$ cat config.mk
export PLATFORM = sky130hd
export DESIGN_NAME = logic_eval_scheduler_flat
export DESIGN_NICKNAME = d
export VERILOG_FILES = /design/src/rtl/logic_eval_scheduler_if.sv /design/src/rtl/logic_eval_scheduler.sv /design/src/flat_wrapper.sv
export SDC_FILE = /design/constraint.sdc
export NUM_CORES = 1
export LEC_CHECK = 0
export ABC_CLOCK_PERIOD_IN_PS = 3000
export CELL_PAD_IN_SITES_DETAIL_PLACEMENT = 2
export CELL_PAD_IN_SITES_GLOBAL_PLACEMENT = 2
export CORE_MARGIN = 2
export CORE_UTILIZATION = 25
export DETAILED_ROUTE_END_ITERATION = 8
export HOLD_SLACK_MARGIN = 0.08
export PLACE_DENSITY_LB_ADDON = 0.1
export SETUP_SLACK_MARGIN = 0.4
export SKIP_CTS_REPAIR_TIMING = 1
export SYNTH_ARGS = -nofsm -noshare
export SYNTH_HDL_FRONTEND = slang
export SYNTH_SLANG_ARGS = --single-unit
$ cat constraint.sdc
create_clock -name clk -period 3 [get_ports clk]
set_clock_uncertainty 0.15 [all_clocks]
set_input_delay 0.3 -clock clk [delete_from_list [all_inputs] [get_ports clk]]
set_output_delay 0.3 -clock clk [all_outputs]
set_load 0.05 [all_outputs]
$ cat src/rtl/logic_eval_scheduler_if.sv
// ---------------------------------------------------------------------------
// logic_eval_scheduler_if
// Request/response bundle between the datapath clients and the shared
// logic-function scheduler.
//   req_valid [NUM_REQ]    per-requester request valid      (client -> sched)
//   req_ready [NUM_REQ]    per-requester accept, one-hot    (sched  -> client)
//   req_x/y   [NUM_REQ*W]  operands, requester i at [i*W +: W]
//   rsp_valid/rsp_ready    response handshake
//   rsp_id    [IDW]        requester whose result is presented
//   rsp_za/zb/z [W]        stage-A, stage-B and combined results
// master = client/consumer side, slave = scheduler side.
// ---------------------------------------------------------------------------
interface logic_eval_scheduler_if #(
  parameter int NUM_REQ = 4,
  parameter int W       = 4,
  localparam int IDW    = $clog2(NUM_REQ)
);
  logic [NUM_REQ-1:0]   req_valid;
  logic [NUM_REQ-1:0]   req_ready;
  logic [NUM_REQ*W-1:0] req_x;
  logic [NUM_REQ*W-1:0] req_y;
  logic                 rsp_valid;
  logic                 rsp_ready;
  logic [IDW-1:0]       rsp_id;
  logic [W-1:0]         rsp_za;
  logic [W-1:0]         rsp_zb;
  logic [W-1:0]         rsp_z;

  modport master (
    output req_valid, req_x, req_y, rsp_ready,
    input  req_ready, rsp_valid, rsp_id, rsp_za, rsp_zb, rsp_z
  );

  modport slave (
    input  req_valid, req_x, req_y, rsp_ready,
    output req_ready, rsp_valid, rsp_id, rsp_za, rsp_zb, rsp_z
  );
endinterface

$ cat src/rtl/logic_eval_scheduler.sv
// ---------------------------------------------------------------------------
// logic_eval_scheduler
// Round-robin arbiter in front of one bitwise logic unit. A granted request
// is evaluated over three dedicated cycles (z_a = x & ~y, z_b = ~(x ^ y),
// z = (z_a | z_b) ^ (z_a & z_b)) and then presented on the response channel.
//   clk        rising-edge clock
//   rst_n      asynchronous active-low reset
//   bus        logic_eval_scheduler_if.slave (request and response channels)
//   busy       high whenever the FSM is not IDLE
//   eval_count saturating count of completed responses
// ---------------------------------------------------------------------------
module logic_eval_scheduler #(
  parameter int NUM_REQ = 4,
  parameter int W       = 4,
  parameter int CNTW    = 16,
  localparam int IDW    = $clog2(NUM_REQ)
) (
  input  logic                    clk,
  input  logic                    rst_n,
  logic_eval_scheduler_if.slave   bus,
  output logic                    busy,
  output logic [CNTW-1:0]         eval_count
);

  typedef enum logic [2:0] {
    IDLE   = 3'd0,
    EVAL_A = 3'd1,
    EVAL_B = 3'd2,
    COMB   = 3'd3,
    RESP   = 3'd4
  } state_t;

  state_t             state_q, state_d;
  logic [IDW-1:0]     ptr_q, ptr_d;
  logic [IDW-1:0]     id_q;
  logic [W-1:0]       x_q, y_q, za_q, zb_q, z_q;
  logic [CNTW-1:0]    cnt_q;

  logic [IDW-1:0]     grant_idx;
  logic               grant_found;
  logic [IDW:0]       cand;
  logic [W-1:0]       sel_x, sel_y;
  logic               accept;
  logic               rsp_fire;
  logic [NUM_REQ-1:0] ready_vec;

  // Round-robin search starting at ptr_q. Walking the offsets from the
  // farthest to the nearest lets the nearest valid requester win.
  always_comb begin
    grant_found = 1'b0;
    grant_idx   = '0;
    cand        = '0;
    for (int k = NUM_REQ - 1; k >= 0; k--) begin
      cand = {1'b0, ptr_q} + (IDW+1)'(k);
      if (cand >= (IDW+1)'(NUM_REQ))
        cand = cand - (IDW+1)'(NUM_REQ);
      if (bus.req_valid[cand[IDW-1:0]]) begin
        grant_found = 1'b1;
        grant_idx   = cand[IDW-1:0];
      end
    end
  end

  // Grant is only offered in IDLE and never while reset is asserted, so
  // req_ready reads all-zero during reset even if requesters are valid.
  assign accept = (state_q == IDLE) && grant_found && rst_n;

  generate
    for (genvar gi = 0; gi < NUM_REQ; gi++) begin : g_ready
      assign ready_vec[gi] = accept && (grant_idx == IDW'(gi));
    end
  endgenerate

  assign bus.req_ready = ready_vec;

  // Operand mux for the granted requester.
  always_comb begin
    sel_x = '0;
    sel_y = '0;
    for (int i = 0; i < NUM_REQ; i++) begin
      if (grant_idx == IDW'(i)) begin
        sel_x = bus.req_x[i*W +: W];
        sel_y = bus.req_y[i*W +: W];
      end
    end
  end

  assign ptr_d = (grant_idx == IDW'(NUM_REQ - 1)) ? '0 : grant_idx + IDW'(1);

  // Next-state logic.
  always_comb begin
    state_d = state_q;
    unique case (state_q)
      IDLE:    if (accept) state_d = EVAL_A;
      EVAL_A:  state_d = EVAL_B;
      EVAL_B:  state_d = COMB;
      COMB:    state_d = RESP;
      RESP:    if (bus.rsp_ready) state_d = IDLE;
      default: state_d = IDLE;
    endcase
  end

  always_ff @(posedge clk or negedge rst_n) begin
    if (!rst_n) state_q <= IDLE;
    else        state_q <= state_d;
  end

  assign rsp_fire = (state_q == RESP) && bus.rsp_ready;

  // Datapath: operands are captured only at the request handshake, and each
  // stage register is written in its own dedicated state.
  always_ff @(posedge clk or negedge rst_n) begin
    if (!rst_n) begin
      ptr_q <= '0;
      id_q  <= '0;
      x_q   <= '0;
      y_q   <= '0;
      za_q  <= '0;
      zb_q  <= '0;
      z_q   <= '0;
      cnt_q <= '0;
    end else begin
      if (accept) begin
        x_q   <= sel_x;
        y_q   <= sel_y;
        id_q  <= grant_idx;
        ptr_q <= ptr_d;
      end
      if (state_q == EVAL_A) za_q <= x_q & ~y_q;
      if (state_q == EVAL_B) zb_q <= ~(x_q ^ y_q);
      if (state_q == COMB)   z_q  <= (za_q | zb_q) ^ (za_q & zb_q);
      if (rsp_fire && (cnt_q != '1)) cnt_q <= cnt_q + CNTW'(1);
    end
  end

  assign bus.rsp_valid = (state_q == RESP);
  assign bus.rsp_id    = id_q;
  assign bus.rsp_za    = za_q;
  assign bus.rsp_zb    = zb_q;
  assign bus.rsp_z     = z_q;
  assign busy          = (state_q != IDLE);
  assign eval_count    = cnt_q;

endmodule
$ cat src/flat_wrapper.sv
// flat-port wrapper written by rule: the top's interface ports become plain ports
module logic_eval_scheduler_flat 
#(
  parameter int NUM_REQ = 4,
  parameter int W       = 4,
  parameter int CNTW    = 16,
  localparam int IDW    = $clog2(NUM_REQ)
)
  (clk, rst_n, busy, eval_count, bus_req_valid, bus_req_x, bus_req_y, bus_rsp_ready, bus_req_ready, bus_rsp_valid, bus_rsp_id, bus_rsp_za, bus_rsp_zb, bus_rsp_z);
  logic_eval_scheduler_if #(.NUM_REQ(NUM_REQ), .W(W)) bus_i ();
  input  logic clk;
  input  logic rst_n;
  output logic busy;
  output logic [CNTW-1:0] eval_count;
  input wire logic [$bits(bus_i.req_valid)-1:0] bus_req_valid;
  input wire logic [$bits(bus_i.req_x)-1:0] bus_req_x;
  input wire logic [$bits(bus_i.req_y)-1:0] bus_req_y;
  input wire logic [$bits(bus_i.rsp_ready)-1:0] bus_rsp_ready;
  output wire logic [$bits(bus_i.req_ready)-1:0] bus_req_ready;
  output wire logic [$bits(bus_i.rsp_valid)-1:0] bus_rsp_valid;
  output wire logic [$bits(bus_i.rsp_id)-1:0] bus_rsp_id;
  output wire logic [$bits(bus_i.rsp_za)-1:0] bus_rsp_za;
  output wire logic [$bits(bus_i.rsp_zb)-1:0] bus_rsp_zb;
  output wire logic [$bits(bus_i.rsp_z)-1:0] bus_rsp_z;
  assign bus_i.req_valid = bus_req_valid;
  assign bus_i.req_x = bus_req_x;
  assign bus_i.req_y = bus_req_y;
  assign bus_i.rsp_ready = bus_rsp_ready;
  assign bus_req_ready = bus_i.req_ready;
  assign bus_rsp_valid = bus_i.rsp_valid;
  assign bus_rsp_id = bus_i.rsp_id;
  assign bus_rsp_za = bus_i.rsp_za;
  assign bus_rsp_zb = bus_i.rsp_zb;
  assign bus_rsp_z = bus_i.rsp_z;
  logic_eval_scheduler #(.NUM_REQ(NUM_REQ), .W(W), .CNTW(CNTW)) u_core (.clk(clk), .rst_n(rst_n), .bus(bus_i), .busy(busy), .eval_count(eval_count));
endmodule
==> results of run 1 <==
[sequential cells by signal (all words and copies together) (netlist names), 3 cells and up]
signal,flops
u_core.bus.rsp_z,4
u_core.bus.rsp_zb,4
u_core.eval_count,16
u_core.x_q,4
u_core.state_q,3
u_core.bus.rsp_za,4
u_core.y_q,4
[per-layer routing]
metal / wire [um] / vias up / GRT usage (%)
met5: 0 / - / 0
met4: 75 / 0 / 3.64
met3: 408 / 6 / 3.97
met2: 2950 / 56 / 20.0
met1: 3440 / 967 / 19.8
li1: - / 996 / -
[layout make-up]
class / instances / area share, %
clock buffer: 5 / 1.96
clock inverter: 3 / 1.25
inverter: 19 / 2.03
multi-input combinational: 164 / 36.3
sequential: 43 / 30.7
tap: 133 / 4.74
timing repair buffer: 81 / 23.1
[synthesized netlist by cell type (all sizes together)]
cell and n:
a22oi 3, and3 4, o21a 2, o211a 1, and4 4, xnor2 11, nor2 12, buf 7
and2 5, mux2i 2, a221oi 8, or4 1, nand2 20, nor2b 1, o21ai 7, nor3 3
nor3b 2, nand2b 1, inv 19, ha 9, mux2 10, o211ai 1, a211oi 7, clkbuf 4
dfrtp 43, nand3 9, a21oi 20, and4bb 1, nand3b 2, nand4 1, o22ai 1, a211o 8
xor2 6, o311a 1, a21bo 1
[worst reg2reg max path, delay by kind of cell, from the launching register on]
| family | cells | cell delay (ns) |
|---|---|---|
| simple gates | 3 | 0.36 |
| fa+ha+maj | 1 | 0.25 |
| compound gates | 3 | 0.51 |
| mux | 1 | 0.23 |
| buf+inv | 2 | 0.30 |
| flops | 1 | 0.42 |
[how the worst max path moves through the flow]
| stage | to | start | slack, ns | depth (start not counted) |
|---|---|---|---|---|
| after floorplan | bus_req_ready[3] | u_core.ptr_q[1] | 0.52 | 7 |
| after global placement | bus_req_ready[2] | bus_req_valid[0] | 0.27 | 8 |
| after detailed placement | u_core.y_q[2] | bus_req_valid[0] | 0.17 | 10 |
| after CTS | bus_req_ready[2] | bus_req_valid[0] | 0.19 | 8 |
| after global routing | u_core.y_q[3] | bus_req_valid[0] | 0.41 | 11 |
| final | bus_req_ready[2] | bus_req_valid[0] | 0.53 | 8 |
[logic make-up (layout without fill, tap and decap cells)]
group                      Yosys count  in the layout
xor gates and xnor gates            17             17
muxes                               12             12
and+or+nand+nor                     66             66
AOI/OAI and AO/OA                   60             60
buffers and inverters               30            108
DFF                                 43             43
adders and majority gates            9              9
[metrics by stage]
stage	setup slack (ns)	cell area (sq um)	cells	utilization (%)	hold slack, ns
2_1_floorplan	0.519	2460	237	-	-0.146
5_1_grt	0.415	3510	448	36.2	0.374
4_1_cts	0.191	3440	446	35.5	0.0227
3_5_place_dp	0.168	3330	438	34.4	0.328
6_report	0.528	3510	448	36.2	0.340
3_3_place_gp	0.272	3330	438	34.4	0.315
[power breakdown]
group,internal (mW),total (mW),switching (mW)
clock,0.248,0.463,0.215
combinational,0.711,1.71,0.999
sequential,0.782,0.975,0.193
==> impl_results.rst, run 1 <==
.. list-table::
   :header-rows: 1

   * - Metric
     - Value
   * - Logic depth of the worst register-to-register path
     - 10
   * - Dominant combinational cell family by area after synthesis
     - compound AO/OA/AOI/OAI gates
   * - Final number of hold-violating endpoints
     - 0
   * - Count of distinct cell types in the synthesized netlist
     - 47
   * - I/O pin cnt
     - 75
   * - Buffer levels on the longest clock path
     - 2
   * - Worst-margin pin slew
     - 0.590 ns
   * - Critical path's slowest cell
     - sky130_fd_sc_hd__clkdlybuf4s50_1
   * - Critical Path Max Stage Delay
     - 0.54 ns
   * - Clk root buf
     - sky130_fd_sc_hd__clkbuf_8
   * - Number of antenna violations at the first check in global routing
     - 0
   * - Final number of max-transition violations
     - 0
   * - Power density over cell area
     - 897 nW/um^2
   * - Starting Density
     - about a quarter
   * - Deepest level of the CTS H-tree
     - 2
   * - Post-synthesis cell count
     - 237
   * - Post-synth top area cell
     - sky130_fd_sc_hd__dfrtp_1
   * - IR Drop Worst-Case VDD
     - 0.000234 V
   * - Insertion delay to the later sink of the worst-skew pair
     - roughly 0.3 ns
   * - Drt total wl
     - 6.87 mm
   * - Maximum fanout encountered on the critical timing path
     - 17
   * - Count of antenna diodes in the layout
     - 0
   * - Storage cell area
     - 1080 sq um
   * - Number of global-route vias before repair
     - ~2.1k
   * - Number of stages on the worst hold path
     - 2
   * - Run status
     - finished clean
   * - Floorplan die height
     - 103 um
   * - Chain of cells forming the critical path
     - clkdlybuf4s50_1 > a21oi_1 > o21a_1 > o22ai_4 > inv_1 > ha_4 > and2_1 > buf_4
   * - Core Region
     - 9680 sq um
   * - Largest net degree at the start of global routing
     - 44
   * - Cts bufs inserted
     - 5
   * - Clk slew on worst S/H paths
     - 0.09 ns
   * - Endpoint arrival time on the critical path
     - 2.02 ns
   * - Post-DR vias/cell
     - 4.52
   * - Final #Nets
     - approximately 360
   * - Tcrit/Tclk final
     - 82.4%
   * - Fill cells
     - ~1.1k
   * - Syn avg cell area
     - around 10 sq um
   * - Adder-cell share of the synthesized area
     - under 10%
   * - DR vias
     - a little over 2k
   * - Post-Synthesis Cell Area
     - 2460 sq um
   * - Portion of netlist area occupied by mux cells
     - 5.69%
   * - Startpoint of the worst-slack reg-to-reg timing path
     - u_core.ptr_q[1]
   * - Endpoint kind of the worst setup timing path
     - output port
   * - Leakage power total
     - 1.50 nW
   * - Synth warn
     - 0
   * - Proportion of synthesized chip area in sequential cells
     - 43.7%
   * - Mean routed wirelength per cell
     - 15.3 um
   * - Total grt overflow
     - 0
   * - Unrepaired setup endpoints after global routing
     - no
   * - PnR Total Power
     - 3.15 mW
   * - Cell type group with the largest total delay on the critical path
     - buffers and inverters
   * - Required time of the worst setup path
     - approximately 2.6 ns
   * - Final total negative setup slack
     - 0 ns
   * - Clk sink count
     - 43
   * - Max-cap violation count
     - 0
   * - Crit path buffers/inverters
     - 3
   * - Violation count after the first detailed-routing iteration
     - slightly above 50
   * - Worst min path class
     - reg -> reg
   * - Commonest non-fill, non-tap cell in the layout
     - sky130_fd_sc_hd__clkdlybuf4s50_1
   * - First-pass GRT wire length
     - roughly 11 mm
   * - Number of flip-flops and latches in the synthesized netlist
     - 43
   * - Die Footprint
     - 10700 sq um
   * - XOR/XNOR share of the synthesized area
     - ~6.0%
   * - Final Setup Violations
     - 0
   * - Top post-synthesis cells by area
     - sky130_fd_sc_hd__dfrtp_1 44%, sky130_fd_sc_hd__ha_1 4.6%, sky130_fd_sc_hd__a21oi_1 4.1%, sky130_fd_sc_hd__xnor2_1 3.9%, sky130_fd_sc_hd__mux2_2 3.7%
   * - Area share of the largest cell type after synthesis
     - 43.7%
   * - Multi-input logic area
     - 1270 sq um
   * - Detail Placement HPWL
     - 5.24 mm
   * - Ratio of cells with drive above 1 in the final layout
     - 16.8%
   * - Highest attainable clock frequency
     - roughly 400 MHz
   * - Drc violations
     - 0
   * - Detailed-router iteration count before antenna repair
     - 4
   * - Overall die width
     - around 100 um
   * - Overall routing resource usage
     - 13.7%
   * - Setup crit start kind
     - input pin
   * - Post-layout min period
     - 2.47 ns
   * - Remaining antenna violation count after routing
     - 0
   * - Rows
     - 36
   * - Clock tree from TritonCTS
     - built
   * - Post-synthesis simple-gate area fraction
     - 15.9%
   * - Synth Area in Compound Gates
     - 17.6%
   * - Number of nets produced by synthesis
     - 285
   * - Worst Min Path Start
     - u_core.bus.rsp_z[0]
   * - Terminus of the critical flop-to-flop path
     - u_core.x_q[2]
   * - Max-slew headroom at the worst pin
     - 60.6%
   * - Hold Crit Endpoint
     - u_core.bus.rsp_z[0]
   * - Syn-to-layout area delta
     - 42.5%
   * - Final estimated routing congestion in global placement
     - slightly above 0.7
   * - Number of I/O port buffers
     - 74
   * - Reg2reg setup slack
     - 0.67 ns
   * - Critical path type
     - in -> out
   * - Commonest cells after routing, fill and taps aside
     - 69 x sky130_fd_sc_hd__clkdlybuf4s50_1, 42 x sky130_fd_sc_hd__dfrtp_1, 20 x sky130_fd_sc_hd__a21oi_1, 20 x sky130_fd_sc_hd__nand2_1, 19 x sky130_fd_sc_hd__inv_1
Note: power is estimated with default switching activity, not from simulation.
==> run 2: changes to the inputs <==
--- a/config.mk
+++ b/config.mk
@@ -5,7 +5,7 @@
 export SDC_FILE = /design/constraint.sdc
 export NUM_CORES = 1
 export LEC_CHECK = 0
-export ABC_CLOCK_PERIOD_IN_PS = 3000
+export ABC_CLOCK_PERIOD_IN_PS = 2100
 export CELL_PAD_IN_SITES_DETAIL_PLACEMENT = 2
 export CELL_PAD_IN_SITES_GLOBAL_PLACEMENT = 2
 export CORE_MARGIN = 2
==> constraint.sdc (replaced) <==
create_clock -name clk -period 2.1 [get_ports clk]
set_clock_uncertainty 0.15 [all_clocks]
set_input_delay 0.21 -clock clk [delete_from_list [all_inputs] [get_ports clk]]
set_output_delay 0.21 -clock clk [all_outputs]
set_load 0.05 [all_outputs]
==> run 2 against run 1 <==
  * Register-to-register slack lost 0.90 ns
  * Combinational power rose by 99%
  * Highest routed layer unchanged
  * The run now ends with negative setup slack left
  * Worst setup slack lost 0.84 ns
  * Sequential cell count stayed put
  * Critical path type is now reg -> out
  * Sequential power is 43% higher
  * Total power up 70%
  * Critical path depth unchanged
  * Non-clock buffer count is 46 higher
  * Largest power group unchanged
  * Die area stayed put
  * Sequential share of layout area decreased by 5.2 points
  * Utilization rose by 8.2 points
==> impl_results.rst, run 2 (synthesis results as in run 1) <==
.. list-table::
   :header-rows: 1

   * - Metric
     - Value
   * - Unrepaired setup endpoints after global routing
     - yes (was no)
   * - Final number of max-transition violations
     - 0 (unchanged)
   * - Clk slew on worst S/H paths
     - 0.09 ns (about the same)
   * - Launch point of the critical path
     - u_core.ptr_q[1] (was bus_req_valid[0])
   * - Cts bufs inserted
     - 5 (unchanged)
   * - DR vias
     - 2280 (was 2025)
   * - Setup crit start kind
     - flip-flop (was input pin)
   * - Leakage power total
     - 2.24 nW (was 1.50 nW)
   * - Count of antenna diodes in the layout
     - 0 (unchanged)
   * - Tcrit/Tclk final
     - 115%
   * - Rows
     - 36 (unchanged)
   * - Largest net degree at the start of global routing
     - 44 (unchanged)
   * - Clk root buf
     - sky130_fd_sc_hd__clkbuf_8 (unchanged)
   * - Violation count after the first detailed-routing iteration
     - 37 (was 51)
   * - Final number of hold-violating endpoints
     - 0 (unchanged)
   * - First-pass GRT wire length
     - 12.2 mm (was 11.1 mm)
   * - Reg2reg setup slack
     - -0.23 ns (was 0.67 ns)
   * - Commonest cells after routing, fill and taps aside
     - 36 x sky130_fd_sc_hd__buf_4, 34 x sky130_fd_sc_hd__dlymetal6s2s_1, 33 x sky130_fd_sc_hd__clkdlybuf4s50_1 (was 69 x sky130_fd_sc_hd__clkdlybuf4s50_1, 42 x sky130_fd_sc_hd__dfrtp_1, 20 x sky130_fd_sc_hd__a21oi_1, 20 x sky130_fd_sc_hd__nand2_1, 19 x sky130_fd_sc_hd__inv_1)
   * - Worst min path class
     - in -> reg (was reg -> reg)
   * - Endpoint arrival time on the critical path
     - 2.05 ns (was 2.02 ns)
   * - Fill cells
     - 1017 (was 1083)
   * - Final Setup Violations
     - 12 (was 0)
   * - Drt total wl
     - 8.47 mm (was 6.87 mm)
   * - Overall routing resource usage
     - 15.0% (was 13.7%)
   * - Final #Nets
     - 408 (was 362)
   * - Syn-to-layout area delta
     - 74.6% (was 42.5%)
   * - Endpoint kind of the worst setup timing path
     - output port (unchanged)
   * - Remaining antenna violation count after routing
     - 0 (unchanged)
   * - Commonest non-fill, non-tap cell in the layout
     - sky130_fd_sc_hd__buf_4 (was sky130_fd_sc_hd__clkdlybuf4s50_1)
   * - Logic depth of the worst register-to-register path
     - 12 (was 10)
   * - IR Drop Worst-Case VDD
     - 0.000409 V (was 0.000234 V)
   * - Critical path type
     - reg -> out (was in -> out)
   * - Number of global-route vias before repair
     - 2316 (was 2084)
   * - Post-DR vias/cell
     - 4.62 (was 4.52)
   * - Mean routed wirelength per cell
     - 17.1 um (was 15.3 um)
   * - Number of stages on the worst hold path
     - 4 (was 2)
   * - Core Util, Final
     - 44.4% (was 36.2%)
   * - Core Region
     - 9680 sq um (unchanged)
   * - Maximum fanout encountered on the critical timing path
     - 5 (was 17)
   * - Final estimated routing congestion in global placement
     - 0.736 (was 0.722)
   * - Clock tree from TritonCTS
     - built (unchanged)
   * - Total grt overflow
     - 0 (unchanged)
   * - Highest attainable clock frequency
     - 415 MHz
   * - Detail Placement HPWL
     - 5.85 mm (was 5.24 mm)
   * - Drc violations
     - 0 (unchanged)
   * - Hold Crit Endpoint
     - u_core.bus.rsp_id[0] (was u_core.bus.rsp_z[0])
   * - Multi-input logic area
     - 1490 sq um (was 1270 sq um)
   * - Buffer levels on the longest clock path
     - 2 (unchanged)
   * - Worst setup margin
     - -0.309 ns (was 0.528 ns)
   * - I/O pin cnt
     - 75 (unchanged)
   * - Run status
     - finished with violations (was finished clean)
   * - Floorplan die height
     - 103 um (unchanged)
   * - Ratio of cells with drive above 1 in the final layout
     - 40.4% (was 16.8%)
   * - Worst Min Path Start
     - rst_n (was u_core.bus.rsp_z[0])
   * - Worst-margin pin slew
     - 0.613 ns (was 0.590 ns)
   * - Max-slew headroom at the worst pin
     - 59.2% (was 60.6%)
   * - Terminus of the critical flop-to-flop path
     - u_core.x_q[1] (was u_core.x_q[2])
   * - Deepest level of the CTS H-tree
     - 2 (unchanged)
   * - Max-cap violation count
     - 0 (unchanged)
   * - Clk sink count
     - 43 (unchanged)
   * - Max reg flops
     - 16 (unchanged)
   * - Startpoint of the worst-slack reg-to-reg timing path
     - u_core.ptr_q[1] (unchanged)
   * - PnR Total Power
     - 5.34 mW (was 3.15 mW)
   * - Power density over cell area
     - 1240 nW/um^2 (was 897 nW/um^2)
   * - Overall die width
     - 103 um (unchanged)
   * - Die Footprint
     - 10700 sq um (unchanged)
   * - Detailed-router iteration count before antenna repair
     - 4 (unchanged)
   * - Number of I/O port buffers
     - 74 (unchanged)
   * - Required time of the worst setup path
     - 1.74 ns (was 2.55 ns)
   * - Storage cell area
     - 1090 sq um (was 1080 sq um)
   * - Number of antenna violations at the first check in global routing
     - 0 (unchanged)
   * - Violations in the final reports
     - negative setup slack
   * - Post-layout min period
     - between 2 and 2.5 ns
   * - Insertion delay to the later sink of the worst-skew pair
     - 0.30 ns (about the same)
   * - Starting Density
     - 25.4% (unchanged)
run 2: area by class of cell:
type,instances,area share [%]
repair buffers,127,32.2
well taps,133,3.87
clock buffers,6,1.69
flip-flops and latches,43,25.5
inverters,19,1.72
clock inverters,2,0.291
multi-input cells,164,34.7
run 2: worst max-delay path by stage:
stage                             endpoint  slack, ns
after floorplan              u_core.y_q[2]       0.02
after global routing      bus_req_ready[2]      -0.37
after global placement       u_core.y_q[1]      -0.47
after detailed placement     u_core.y_q[0]      -0.62
final                     bus_req_ready[2]      -0.31
after CTS                 bus_req_ready[1]      -0.45
run 2: worst max-delay path, cell delays in order, from the launching register on:
cell	delay [ns]
sky130_fd_sc_hd__dfrtp_2	0.43
sky130_fd_sc_hd__a21oi_1	0.10
sky130_fd_sc_hd__o21a_1	0.21
sky130_fd_sc_hd__o22ai_4	0.28
sky130_fd_sc_hd__inv_2	0.12
sky130_fd_sc_hd__ha_4	0.20
sky130_fd_sc_hd__buf_12	0.13
sky130_fd_sc_hd__and2_4	0.14
sky130_fd_sc_hd__buf_12	0.14
run 2: where the power goes:
part	internal [mW]	switching, mW	leakage [nW]
Clock	0.234	0.320	0.0412
Combinational	1.63	1.77	1.69
Sequential	1.13	0.258	0.515
run 2: through the flow:
| stage | worst slack (ns) | cells | setup TNS (ns) | hold WS [ns] | instance area [sq um] |
|---|---|---|---|---|---|
| after global routing | -0.372 | 494 | -3.78 | 0.227 | 4300 |
| after detailed placement | -0.621 | 458 | -6.13 | 0.289 | 3610 |
| after CTS | -0.454 | 466 | -3.59 | -0.0466 | 3690 |
| final | -0.309 | 494 | -2.47 | 0.211 | 4300 |
| after global placement | -0.473 | 458 | -4.87 | 0.282 | 3610 |
| after floorplan | 0.0152 | 237 | 0 | -0.236 | 2560 |
run 2: metal layers:
layer | track usage [%] | wire [um]
met1 | 22.3 | 4160
met2 | 22.5 | 3930
met3 | 3.09 | 351
met4 | 3.34 | 27
met5 | 0 | 0
==> run 3: changes to the inputs <==
--- a/config.mk
+++ b/config.mk
@@ -8,7 +8,6 @@
 export ABC_CLOCK_PERIOD_IN_PS = 2100
 export CELL_PAD_IN_SITES_DETAIL_PLACEMENT = 2
 export CELL_PAD_IN_SITES_GLOBAL_PLACEMENT = 2
-export CORE_MARGIN = 2
 export CORE_UTILIZATION = 25
 export DETAILED_ROUTE_END_ITERATION = 8
 export HOLD_SLACK_MARGIN = 0.08
==> run 3 against run 2 <==
  * The run still ends with negative setup slack left
  * Clock-buffer cell count grew 1
  * Sequential share of layout area grew 0.35 points
  * Wire length shrank 0.63%
  * Clock power grew 18%
  * Total power shrank 0.28%
  * Global-route usage grew 0.51 points
  * Sequential cell count is the same
  * Register-to-register slack lost 0.10 ns
  * Largest power group unchanged
==> impl_results.rst, run 3 (synthesis results as in run 1) <==
.. list-table::
   :header-rows: 1

   * - Metric
     - Value
   * - CP dominant cell by count
     - sky130_fd_sc_hd__buf_12 (unchanged)
   * - Endpoint arrival time on the critical path
     - 2.11 ns (was 2.05 ns)
   * - Overall routing resource usage
     - 15.5% (was 15.0%)
   * - Final design instance area without fill
     - 4240 sq um (was 4300 sq um)
   * - Setup slack after placement
     - -0.532 ns (was -0.621 ns)
   * - Overall die width
     - 101 um (was 103 um)
   * - Power density over cell area
     - 1260 nW/um^2 (was 1240 nW/um^2)
   * - Ratio of cells with drive above 1 in the final layout
     - 38.4% (was 40.4%)
   * - Critical Path Max Stage Delay
     - 0.41 ns (was 0.43 ns)
   * - DR vias
     - 2282 (was 2280)
   * - Core Region
     - 9370 sq um (was 9680 sq um)
   * - Remaining antenna violation count after routing
     - 0 (unchanged)
   * - Critical path's slowest cell
     - sky130_fd_sc_hd__dfrtp_1 (was sky130_fd_sc_hd__dfrtp_2)
   * - Clk root buf
     - sky130_fd_sc_hd__clkbuf_8 (unchanged)
   * - Post-layout min period
     - 2.47 ns (was 2.41 ns)
   * - Drc violations
     - 0 (unchanged)
   * - Cts bufs inserted
     - 5 (unchanged)
   * - Met2 usage
     - 23.8% (was 22.5%)
   * - First-pass GRT wire length
     - 12.1 mm (was 12.2 mm)
   * - Share of power burned in the clock network
     - 12.3% (was 10.4%)
   * - Max-cap violation count
     - 0 (unchanged)
   * - Commonest cells after routing, fill and taps aside
     - 36 x sky130_fd_sc_hd__clkdlybuf4s50_1, 35 x sky130_fd_sc_hd__buf_4, 31 x sky130_fd_sc_hd__dlymetal6s2s_1 (was 36 x sky130_fd_sc_hd__buf_4, 34 x sky130_fd_sc_hd__dlymetal6s2s_1, 33 x sky130_fd_sc_hd__clkdlybuf4s50_1)
   * - Worst setup margin
     - -0.369 ns (was -0.309 ns)
   * - Detailed-router iteration count before antenna repair
     - 4 (unchanged)
   * - Max-slew headroom at the worst pin
     - 61.3% (was 59.2%)
   * - Violation count after the first detailed-routing iteration
     - 68 (was 37)
   * - Final #Nets
     - 406 (was 408)
   * - Most used routing layer
     - met2 (unchanged)
   * - Clk sink count
     - 43 (unchanged)
   * - Highest attainable clock frequency
     - 405 MHz (was 415 MHz)
   * - Count of antenna diodes in the layout
     - 0 (unchanged)
   * - Maximum fanout encountered on the critical timing path
     - 5 (unchanged)
   * - Final number of hold-violating endpoints
     - 0 (unchanged)
   * - Syn-to-layout area delta
     - 72.1% (was 74.6%)
   * - Number of global-route vias before repair
     - 2278 (was 2316)
   * - Rows
     - 35 (was 36)
   * - Drt total wl
     - 8.42 mm (was 8.47 mm)
   * - Number of antenna violations at the first check in global routing
     - 0 (unchanged)
   * - Starting Density
     - 26.3% (was 25.4%)
   * - Die Footprint
     - 10300 sq um (was 10700 sq um)
   * - Max reg flops
     - 16 (unchanged)
   * - Total grt overflow
     - 0 (unchanged)
   * - Internal
     - 3.03 mW (was 2.99 mW)
   * - Endpoint kind of the worst setup timing path
     - output port (unchanged)
   * - Area after detailed placement
     - 3590 sq um (was 3610 sq um)
   * - Leakage power total
     - 2.21 nW (was 2.24 nW)
   * - Clk slew on worst S/H paths
     - 0.08 ns (was 0.09 ns)
   * - Final number of max-transition violations
     - 0 (unchanged)
   * - Worst-margin pin slew
     - 0.581 ns (was 0.613 ns)
   * - Deepest level of the CTS H-tree
     - 2 (unchanged)
   * - Buffer levels on the longest clock path
     - 2 (unchanged)
   * - Violations in the final reports
     - negative setup slack (unchanged)
   * - Unrepaired setup endpoints after global routing
     - yes (unchanged)
   * - Setup crit start kind
     - flip-flop (unchanged)
   * - Insertion delay to the later sink of the worst-skew pair
     - 0.30 ns (about the same)
   * - Floorplan die height
     - 101 um (was 103 um)
   * - Post-DR vias/cell
     - 4.68 (was 4.62)
   * - Largest net degree at the start of global routing
     - 43 (was 44)
   * - Share of total power in combinational logic
     - 61.6% (was 63.6%)
   * - Switching part of the total power
     - 43.1% (was 43.9%)
   * - Number of I/O port buffers
     - 74 (unchanged)
   * - Run status
     - finished with violations (unchanged)
   * - Critical path type
     - reg -> out (unchanged)
   * - IR Drop Worst-Case VDD
     - 0.000444 V (was 0.000409 V)
   * - Net switching component of the power
     - 2.30 mW (was 2.35 mW)
   * - Mean routed wirelength per cell
     - 17.2 um (was 17.1 um)
   * - Final estimated routing congestion in global placement
     - 0.725 (was 0.736)
   * - Chain of cells forming the critical path
     - mux2i_1 > nor2_1 > nor3_4 > inv_1 > buf_6 > ha_4 > buf_12 > and2_4 > buf_12 (was a21oi_1 > o21a_1 > o22ai_4 > inv_2 > ha_4 > buf_12 > and2_4 > buf_12)
   * - Commonest non-fill, non-tap cell in the layout
     - sky130_fd_sc_hd__clkdlybuf4s50_1 (was sky130_fd_sc_hd__buf_4)
   * - Required time of the worst setup path
     - 1.74 ns (about the same)
   * - Global Route met3 Usage
     - 2.97% (was 3.09%)
   * - Worst min path class
     - in -> async (was in -> reg)
   * - I/O pin cnt
     - 75 (unchanged)
   * - Met1 usage
     - 22.5% (was 22.3%)
   * - Clock tree from TritonCTS
     - built (unchanged)
   * - Tcrit/Tclk final
     - 118% (was 115%)
   * - Sequential cell fraction of total power
     - 26.1% (was 26.0%)
   * - Detail Placement HPWL
     - 5.71 mm (was 5.85 mm)
   * - Final Setup Violations
     - 12 (unchanged)
[run 3: cell types whose count changed in the layout (fill, tap and decap cells not counted), sizes merged]
cell,previous run,this run
bufinv,0,1
clkinvlp,1,0
buf,58,56
dlymetal6s2s,34,31
clkdlybuf4s50,33,36
clkinv,1,0
clkbuf,7,8
[run 3: path summary, 6_finish.rpt]
| check | startpoint | to | slack [ns] | cells past startpoint |
|---|---|---|---|---|
| setup / recovery | u_core.ptr_q[1] | bus_req_ready[2] | -0.37 | 9 |
| hold / removal | rst_n | u_core.state_q[0] | 0.14 | 2 |
| setup reg to reg | u_core.ptr_q[1] | u_core.x_q[3] | -0.33 | 11 |
| hold reg to reg | u_core.bus.rsp_z[0] | u_core.bus.rsp_z[0] | 0.33 | 2 |
| max in group asynchronous | rst_n | u_core.eval_count[0] | 0.85 | 3 |
| min in group clk | rst_n | u_core.y_q[2] | 0.22 | 4 |
[run 3: layer usage]
| metal | wire (um) | share of wire, % |
|---|---|---|
| met5 | 0 | 0 |
| met3 | 308 | 3.7 |
| met1 | 4030 | 48 |
| met4 | 74 | 0.88 |
| met2 | 4000 | 48 |
[run 3: metrics by stage]
stage / TNS [ns] / hold slack (ns) / std cells / power (mW) / util [%]
final: -3.26 / 0.136 / 488 / 5.33 / 45.2
after CTS: -3.59 / -0.459 / 460 / 4.79 / 39.4
after global placement: -4.43 / -0.130 / 452 / 4.04 / 38.3
after detailed placement: -5.52 / -0.127 / 452 / 4.12 / 38.3
after floorplan: 0 / -0.236 / 237 / 3.12 / -
after global routing: -4.73 / 0.149 / 488 / 5.65 / 45.2
[run 3: worst max-delay path: cells and delay by family, from the launching register on]
kind                       cells  cell delay [ns]
buffers and inverters          4             0.50
DFF                            1             0.41
and+or+nand+nor                3             0.48
adders and majority gates      1             0.17
muxes                          1             0.25
[run 3: layout make-up]
| class | count | area (sq um) |
|---|---|---|
| timing repair buffer | 125 | 1350 |
| multi-input combinational | 164 | 1450 |
| inverter | 19 | 76.3 |
| clock inverter | 1 | 30.0 |
| clock buffer | 7 | 76.3 |
| fill | 998 | 5130 |
| tap | 129 | 161 |
| sequential | 43 | 1090 |
[run 3: power groups by stage]
stage	clock network (mW)	logic, mW	registers (mW)
after floorplan	0	1.24	1.88
after global placement	0	2.62	1.42
after detailed placement	0	2.68	1.43
after CTS	0.679	2.70	1.42
after global routing	0.713	3.50	1.44
final	0.654	3.28	1.39
